File: config.mk
export PLATFORM = sky130hd
export DESIGN_NAME = period_meter
export DESIGN_NICKNAME = d
export VERILOG_FILES = /design/src/rtl/period_meter.sv
export SDC_FILE = /design/constraint.sdc
export NUM_CORES = 1
export LEC_CHECK = 0
export ABC_AREA = 1
export CORE_MARGIN = 2
export CORE_UTILIZATION = 32
export CTS_BUF_LIST = sky130_fd_sc_hd__clkbuf_8
export CTS_CLUSTER_SIZE = 24
export DETAILED_ROUTE_END_ITERATION = 10
export SYNTH_ARGS = -nofsm -noshare
export SYNTH_HDL_FRONTEND = slang
export SYNTH_SLANG_ARGS = --single-unit
export TNS_END_PERCENT = 1
File: constraint.sdc
create_clock -name clk -period 13.8 [get_ports clk]
set_input_delay 2.07 -clock clk [delete_from_list [all_inputs] [get_ports clk]]
set_output_delay 2.07 -clock clk [all_outputs]
set_load 0.005 [all_outputs]
File: src/rtl/period_meter.sv
// period_meter: measures one period of a slow asynchronous signal in clk cycles.
//
// A single measurement is requested with start. After the first synchronized rising
// edge of sig_in the block counts clk cycles up to the next rising edge (period) and
// how many of those cycles sig_in was high (high_time). If the measurement is not
// complete within TIMEOUT cycles of start, it ends with timeout set and zero results.
//
// Parameters
//   WIDTH      counter and result width in bits
//   TIMEOUT    maximum measurement length in clk cycles (4 .. 2^WIDTH-1)
//
// Ports
//   clk        system clock, rising edge
//   rst        asynchronous active-high reset
//   sig_in     asynchronous signal under measurement
//   start      single-cycle request to begin a measurement (honoured in idle only)
//   abort      cancels a measurement in progress, no done pulse, results untouched
//   busy       high while a measurement is in progress
//   done       one-cycle pulse on completion or timeout
//   period     clk cycles between two consecutive sig_in rising edges
//   high_time  clk cycles sig_in was high within that period
//   timeout    set when the last measurement expired without completing
module period_meter #(
  parameter int unsigned WIDTH   = 32,
  parameter int unsigned TIMEOUT = 1000000
) (
  input  logic             clk,
  input  logic             rst,
  input  logic             sig_in,
  input  logic             start,
  input  logic             abort,
  output logic             busy,
  output logic             done,
  output logic [WIDTH-1:0] period,
  output logic [WIDTH-1:0] high_time,
  output logic             timeout
);

  typedef enum logic [1:0] {
    StIdle,
    StArm,
    StMeas
  } state_e;

  // Last value tcnt takes before the measurement expires.
  localparam logic [WIDTH-1:0] TcntLast = WIDTH'(TIMEOUT - 1);
  localparam logic [WIDTH-1:0] CntOne   = WIDTH'(1);

  state_e           state_q, state_d;
  logic             s1_q, s1_d;
  logic             s2_q, s2_d;
  logic             s3_q, s3_d;
  logic [WIDTH-1:0] cnt_q, cnt_d;
  logic [WIDTH-1:0] hcnt_q, hcnt_d;
  logic [WIDTH-1:0] tcnt_q, tcnt_d;
  logic [WIDTH-1:0] period_q, period_d;
  logic [WIDTH-1:0] high_time_q, high_time_d;
  logic             timeout_q, timeout_d;
  logic             done_q, done_d;

  logic             rise;
  logic             expire;

  // Counters stick at all-ones instead of wrapping.
  function automatic logic [WIDTH-1:0] sat_inc(input logic [WIDTH-1:0] v);
    return (v == '1) ? v : v + CntOne;
  endfunction

  // Two-flop synchronizer plus one history flop for edge detection.
  always_comb begin
    s1_d = sig_in;
    s2_d = s1_q;
    s3_d = s2_q;
  end

  assign rise   = s2_q & ~s3_q;
  assign expire = (tcnt_q == TcntLast);

  always_comb begin
    state_d     = state_q;
    cnt_d       = cnt_q;
    hcnt_d      = hcnt_q;
    tcnt_d      = tcnt_q;
    period_d    = period_q;
    high_time_d = high_time_q;
    timeout_d   = timeout_q;
    done_d      = 1'b0;

    case (state_q)
      StIdle: begin
        if (start && !abort) begin
          state_d = StArm;
          tcnt_d  = '0;
        end
      end

      StArm: begin
        tcnt_d = tcnt_q + CntOne;
        if (abort) begin
          state_d = StIdle;
        end else if (expire) begin
          // A rise seen in the very last armed cycle only starts a period, so it
          // cannot complete one; the measurement expires.
          period_d    = '0;
          high_time_d = '0;
          timeout_d   = 1'b1;
          done_d      = 1'b1;
          state_d     = StIdle;
        end else if (rise) begin
          // The rise cycle itself is the first cycle of the period and is high.
          cnt_d   = CntOne;
          hcnt_d  = CntOne;
          state_d = StMeas;
        end
      end

      StMeas: begin
        tcnt_d = tcnt_q + CntOne;
        if (abort) begin
          state_d = StIdle;
        end else if (rise) begin
          // A completing rise wins over a simultaneous expiry.
          period_d    = cnt_q;
          high_time_d = hcnt_q;
          timeout_d   = 1'b0;
          done_d      = 1'b1;
          state_d     = StIdle;
        end else if (expire) begin
          period_d    = '0;
          high_time_d = '0;
          timeout_d   = 1'b1;
          done_d      = 1'b1;
          state_d     = StIdle;
        end else begin
          cnt_d = sat_inc(cnt_q);
          if (s2_q) begin
            hcnt_d = sat_inc(hcnt_q);
          end
        end
      end

      default: begin
        state_d = StIdle;
      end
    endcase
  end

  always_ff @(posedge clk or posedge rst) begin
    if (rst) begin
      state_q     <= StIdle;
      s1_q        <= 1'b0;
      s2_q        <= 1'b0;
      s3_q        <= 1'b0;
      cnt_q       <= '0;
      hcnt_q      <= '0;
      tcnt_q      <= '0;
      period_q    <= '0;
      high_time_q <= '0;
      timeout_q   <= 1'b0;
      done_q      <= 1'b0;
    end else begin
      state_q     <= state_d;
      s1_q        <= s1_d;
      s2_q        <= s2_d;
      s3_q        <= s3_d;
      cnt_q       <= cnt_d;
      hcnt_q      <= hcnt_d;
      tcnt_q      <= tcnt_d;
      period_q    <= period_d;
      high_time_q <= high_time_d;
      timeout_q   <= timeout_d;
      done_q      <= done_d;
    end
  end

  assign busy      = (state_q != StIdle);
  assign done      = done_q;
  assign period    = period_q;
  assign high_time = high_time_q;
  assign timeout   = timeout_q;

endmodule

==> impl_metrics.tcl, run 1 <==
set metrics [dict create \
    gp_congestion 0.913 \
    grt_max_degree 89 \
    io_buffer_count 71 \
    nets 1608 \
    vias 9494 \
    max_stage_delay_ns 0.53 \
    grt_pass1_vias 9204 \
    maxSlewHeadroom 0.287 \
    crit_path_frequent_cell "nand2_1" \
    end_kind "register" \
    grt_busiest_layer "met2" \
    wl_per_cell_um 13.8 \
    finalCriticalPeriod_ns 4.07 \
    clkTransAtPathRegs_ns 0.09 \
    die_h_um 182 \
    drt-pass1-iter-count 5 \
    synth-seq-cells 167 \
    cp-start-kind "input pin" \
    post_dp_cell_area_mm2 0.0112 \
    maxCapViolations 0 \
    ir_drop_mv 0.0663 \
    grtUsageMet1 0.231 \
    grt_pass1_wl_mm 46.5 \
    post-route-util 0.368 \
    syn_nets 1558 \
    setup_violations 0 \
    yosysUniqueCellTypes 31 \
    cts_resized 0 \
    htreeDepth 4 \
    slew_violations 0 \
    viasPerCell 4.72 \
    clk_path_buf_depth 2 \
    skew_ns 0.0171 \
    worst_ep_required_time_ns 14.22 \
    ios 72 \
    area_growth_pct 13.9 \
    leakagePower_nw 4.94 \
    yosysSeqAreaShare 0.411 \
    grt_setup_unrepaired "false" \
    place_hpwl_mm 19.3 \
    rows 65 \
    grt_usage 0.172 \
    start_util 0.323 \
    numCtsBuffers 17 \
    nFillCells 3348 \
    cp_max_fo 34 \
    use_met3 0.0309 \
    die_area_mm2 0.0332 \
    die_w_um 182 \
    antenna_found_initial 0 \
    insertion_delay_ns 0.49 \
    cts_tree "done" \
    drc 0 \
    drive_gt1_frac 0.0509 \
    syn_area_per_cell_um2 6.58 \
    crit_type "input pin to register" \
    worstMarginPinSlew_ns 1.07 \
    cts_root_buf "clkbuf_8" \
    overflow 0 \
    hold_viol_final 0 \
    core_area_mm2 0.0315 \
    wl_mm 27.7 \
    crit_chain "clkdlybuf4s50_1 -> inv_2 -> o21ai_1 -> inv_2 -> o21ai_1 -> a21oi_1 -> nand2_1 -> buf_4 -> nor2_2 -> buf_4 -> nand2_1 -> nand2_1" \
    cp_top_family "buffers and inverters" \
    total_power_mw 1.61 \
    arrival_ns 4.49 \
    syn-cell-area_mm2 0.0102 \
    powerDensity_mw_per_mm2 139 \
    fmax_mhz 246 \
    fin_area_mm2 0.0116 \
    diodes 0 \
    hp-class "register to register" \
    tns_ns 0 \
    synthCells 1547 \
    hold_buffers 0 \
    status "finished, final reports clean" \
    drt_iter0_markers 632 \
    grt_use_met2 0.288 \
    crit_slowest_cell "nor2_2" \
    ant_nets 0 \
    cp_num_buf_inv 5 \
    cts_setup_buffers 0 \
    fin_crit_sh 0.295 \
    clock-sinks 167 \
    ys_warn_count 0 \
]
## cells in the final DEF (no fill, tap or decap)
master           synthesis  layout
clkinv_4                 0       3
nand2_2                  4       6
o21ai_0                 54      54
clkdlybuf4s50_1          0      71
clkbuf_8                 0      19
a21o_1                   2       2
o221a_2                  1       1
dfrtp_1                167     167
and3_1                   1       1
o21bai_1                54      54
nor3_1                  12      12
o21ai_1                 10      10
nand3_1                 62      62
o21bai_2                10      10
nand2_1                496     494
nor3b_1                  3       3
inv_1                  180     179
xor2_1                  15      15
nor2_2                   9       9
bufinv_16                0       1
nand4_1                 14      14
nand3_2                  2       2
o21a_1                   1       1
a21oi_1                 23      23
inv_6                    0       4
buf_4                    3       9
clkinv_2                 0       2
nor2_1                 357     356
inv_2                   10      10
nor2_4                   1       2
a31oi_1                  2       2
clkinvlp_4               0       4
ha_1                     6       6
clkinv_1                 2       2
## cells in the mapped netlist
cell	n	area [um2]
xor2_1	15	131
nand3_1	62	310
nand2_1	496	1860
nor2_4	1	11.3
inv_1	180	676
dfrtp_1	167	4180
buf_6	6	67.6
clkbuf_1	16	60.1
o21ai_0	54	270
buf_1	1	3.75
nand3_2	2	20.0
nor2_1	357	1340
o21a_1	1	7.51
a21oi_1	23	115
o21ai_1	10	50.1
inv_2	10	37.5
nor3_1	12	60.1
nand2_2	4	25.0
nor3b_1	3	22.5
ha_1	6	75.1
a21o_1	2	15.0
buf_4	3	22.5
a31oi_1	2	12.5
nand4_1	14	87.6
and3_1	1	6.26
o21bai_2	10	113
nor2_2	9	56.3
o221a_2	1	11.3
clkinv_1	2	7.51
o21bai_1	54	405
buf_2	23	115
## per-layer routing
metal	wire length [um]	vias to the layer above
met2	12700	180
met1	13600	4441
met5	0	-
met3	982	31
li1	-	4842
met4	410	0
## per-stage QoR
step	cells	hold WS [ns]	setup WS, ns
6_report	2012	0.380	9.73
5_1_grt	2012	0.408	9.48
4_1_cts	2012	0.381	9.70
3_5_place_dp	1980	0.358	9.20
3_3_place_gp	1980	0.360	9.22
2_1_floorplan	1547	0.331	7.21
## cells by family after synthesis
logic type | count (synthesis) | share of synthesized area
adders and majority gates | 6 | 0.00738
xor gates and xnor gates | 15 | 0.0129
buffers and inverters | 241 | 0.0973
and+or+nand+nor | 961 | 0.374
DFF | 167 | 0.411
AOI/OAI and AO/OA | 157 | 0.0982
## final timing paths
path,startpoint,end,slack (ns),depth (start not counted)
worst max-delay path,abort,cnt_q[14],9.73,12
worst max register to register,state_q[0],cnt_q[14],10.51,12
worst min-delay path,s2_q,s3_q,0.38,0
min in group asynchronous,rst,period[20],2.09,2
max in group asynchronous,rst,period[1],10.13,3
worst min register to register,s2_q,s3_q,0.38,0
## state kept, by name (all words and copies together) (netlist names)
| name | flops |
|---|---|
| high_time | 32 |
| cnt_q | 32 |
| tcnt_q | 32 |
| s3_q | 1 |
| s2_q | 1 |
| state_q | 2 |
| done | 1 |
| hcnt_q | 32 |
| timeout | 1 |
| s1_q | 1 |
| period | 32 |
## final cells by class
type | instances | area [um2] | share of cell area
Clock inverter | 13 | 123 | 0.0106
Inverter | 192 | 726 | 0.0626
Clock buffer | 19 | 262 | 0.0226
Tap cell | 402 | 503 | 0.0434
Timing Repair Buffer | 80 | 778 | 0.0671
Multi-Input combinational cell | 1139 | 5020 | 0.433
Sequential cell | 167 | 4180 | 0.361
## where the power goes
part	internal (mW)	leakage [nW]	switching, mW	total (mW)
clock	0.154	0.185	0.205	0.359
combinational	0.295	2.61	0.283	0.578
sequential	0.598	2.14	0.0756	0.674
Note: power is estimated with default switching activity, not from simulation.
==> run 2, diff against run 1 <==
==> constraint.sdc (replaced) <==
create_clock -name clk -period 3.55 [get_ports clk]
set_input_delay 0.5325 -clock clk [delete_from_list [all_inputs] [get_ports clk]]
set_output_delay 0.5325 -clock clk [all_outputs]
set_load 0.005 [all_outputs]
==> impl_metrics.tcl, run 2 (synthesis gave the netlist of run 1 again) <==
set metrics [dict create \
    ios 72 \
    min_to "s3_q" \
    finalCriticalPeriod_ns 2.75 \
    cp-start-kind "register" \
    tns_ns 0 \
    start_util 0.323 \
    vias 9503 \
    end_kind "register" \
    core_area_mm2 0.0315 \
    holdPathStages 0 \
    reg2reg_depth 11 \
    die_area_mm2 0.0332 \
    grt_usage 0.172 \
    timing.hold.ws_ns 0.390 \
    fmax_mhz 364 \
    arrival_ns 3.17 \
    place_hpwl_mm 19.6 \
    cts_resized 0 \
    leakagePower_nw 5.00 \
    overflow 0 \
    cp_top_family "simple AND/OR/NAND/NOR gates" \
    hold_buffers 0 \
    wl_met2_mm 12.7 \
    mostFrequentLayoutCell "nand2_1" \
    fin_crit_sh 0.774 \
    wl_mm 27.4 \
    cp_num_buf_inv 3 \
    status "finished, final reports clean" \
    die_h_um 182 \
    setup_violations 0 \
    grt_pass1_vias 9180 \
    slew_violations 0 \
    insertion_delay_ns 0.49 \
    crit_path_frequent_cell "nand2_1" \
    gp_congestion 0.883 \
    crit_chain "inv_1 -> ha_1 -> o21ai_1 -> inv_2 -> o21ai_1 -> a21oi_1 -> nand2_1 -> nor2_2 -> buf_4 -> nand2_1 -> nand2_1" \
    io_buffer_count 71 \
    highest_layer "met4" \
    viasPerCell 4.71 \
    hp-start "s2_q" \
    rrSetupSlack_ns 0.80 \
    regToRegEndpoint "cnt_q[8]" \
    drc 0 \
    skew_ns 0.0207 \
    grt_setup_unrepaired "false" \
    cts_root_buf "clkbuf_8" \
    numCtsBuffers 17 \
    worstReg2RegStart "state_q[0]" \
    timing.critical_path.from "state_q[0]" \
    wl_met1_mm 13.2 \
    die_w_um 182 \
    ant_nets 0 \
    cts_setup_buffers 0 \
    worstMarginPinSlew_ns 0.765 \
    drt-pass1-iter-count 5 \
    met3_length_mm 1.18 \
    powerDensity_mw_per_mm2 545 \
    ir_drop_mv 0.278 \
    crit_type "register to register" \
    crit_slowest_cell "ha_1" \
    rows 65 \
    drt_iter0_markers 677 \
    maxSlewHeadroom 0.489 \
    nets 1614 \
    grt_max_degree 81 \
    clk_path_buf_depth 2 \
    area_growth_pct 15.0 \
    antenna_found_initial 0 \
    cts_tree "done" \
    diodes 0 \
    max_stage_delay_ns 0.45 \
    maxCapViolations 0 \
    layout_common_cells "nand2_1 (494), nor2_1 (356), inv_1 (179)" \
    cp_max_fo 32 \
    hold_viol_final 0 \
    clock-sinks 167 \
    worst_ep_required_time_ns 3.97 \
    hp-class "register to register" \
    htreeDepth 4 \
    total_power_mw 6.37 \
    wl_per_cell_um 13.6 \
    grt_pass1_wl_mm 46.5 \
    clkTransAtPathRegs_ns 0.12 \
    drive_gt1_frac 0.0545 \
]
==> run 2: cell count changes in the layout (fill, tap and decap cells not counted), sizes merged <==
| cell | before | now |
|---|---|---|
| clkinvlp | 4 | 2 |
| buf | 9 | 15 |
| inv | 193 | 198 |
| clkinv | 7 | 6 |
| clkbuf | 19 | 17 |
==> run 2: final cells by class <==
type                    count  area, um2
well taps                 402        503
fillers                  3367      19800
flip-flops and latches    167       4180
multi-input cells        1139       5020
clock buffers              17        234
repair buffers             86        861
clock inverters            15        179
inverters                 192        724
==> run 2: where the power goes <==
part | switching [mW] | internal (mW) | total [mW] | leakage, nW
logic | 1.11 | 1.17 | 2.29 | 2.65
clock network | 0.872 | 0.600 | 1.47 | 0.207
registers | 0.291 | 2.33 | 2.62 | 2.14
total | 2.28 | 4.10 | 6.37 | 5.00
==> run 2: metrics by stage <==
| stage | std cells | area (um2) | setup slack, ns | util |
|---|---|---|---|---|
| 3_3_place_gp | 1986 | 11300 | 0.742 | 0.359 |
| 6_report | 2018 | 11700 | 0.802 | 0.372 |
| 5_1_grt | 2018 | 11700 | 0.497 | 0.372 |
| 4_1_cts | 2018 | 11700 | 0.756 | 0.372 |
| 3_5_place_dp | 1986 | 11300 | 0.669 | 0.359 |
| 2_1_floorplan | 1547 | 10200 | 0.891 | - |
==> run 2: worst max path at each step <==
stage	end	slack, ns	depth (start not counted)
after floorplan	cnt_q[0]	0.89	1
after global placement	cnt_q[12]	0.74	11
after detailed placement	cnt_q[27]	0.67	11
after CTS	cnt_q[8]	0.76	11
after global routing	cnt_q[24]	0.50	11
final	cnt_q[8]	0.80	11
==> run 2: worst register-to-register path: cells and delay by family (launching register included) <==
kind	cells	cell delay, ns
AND/OR/NAND/NOR	4	0.79
adder cells (fa/ha/maj)	1	0.45
AO/OA/AOI/OAI	3	0.49
flip-flops	1	0.42
buffers and inverters	3	0.55
==> run 2: layer usage <==
layer / up-vias / global-route usage
met3: 17 / 0.0339
met1: 4465 / 0.234
met5: - / 0
met2: 173 / 0.284
li1: 4848 / -
met4: 0 / 0.0358
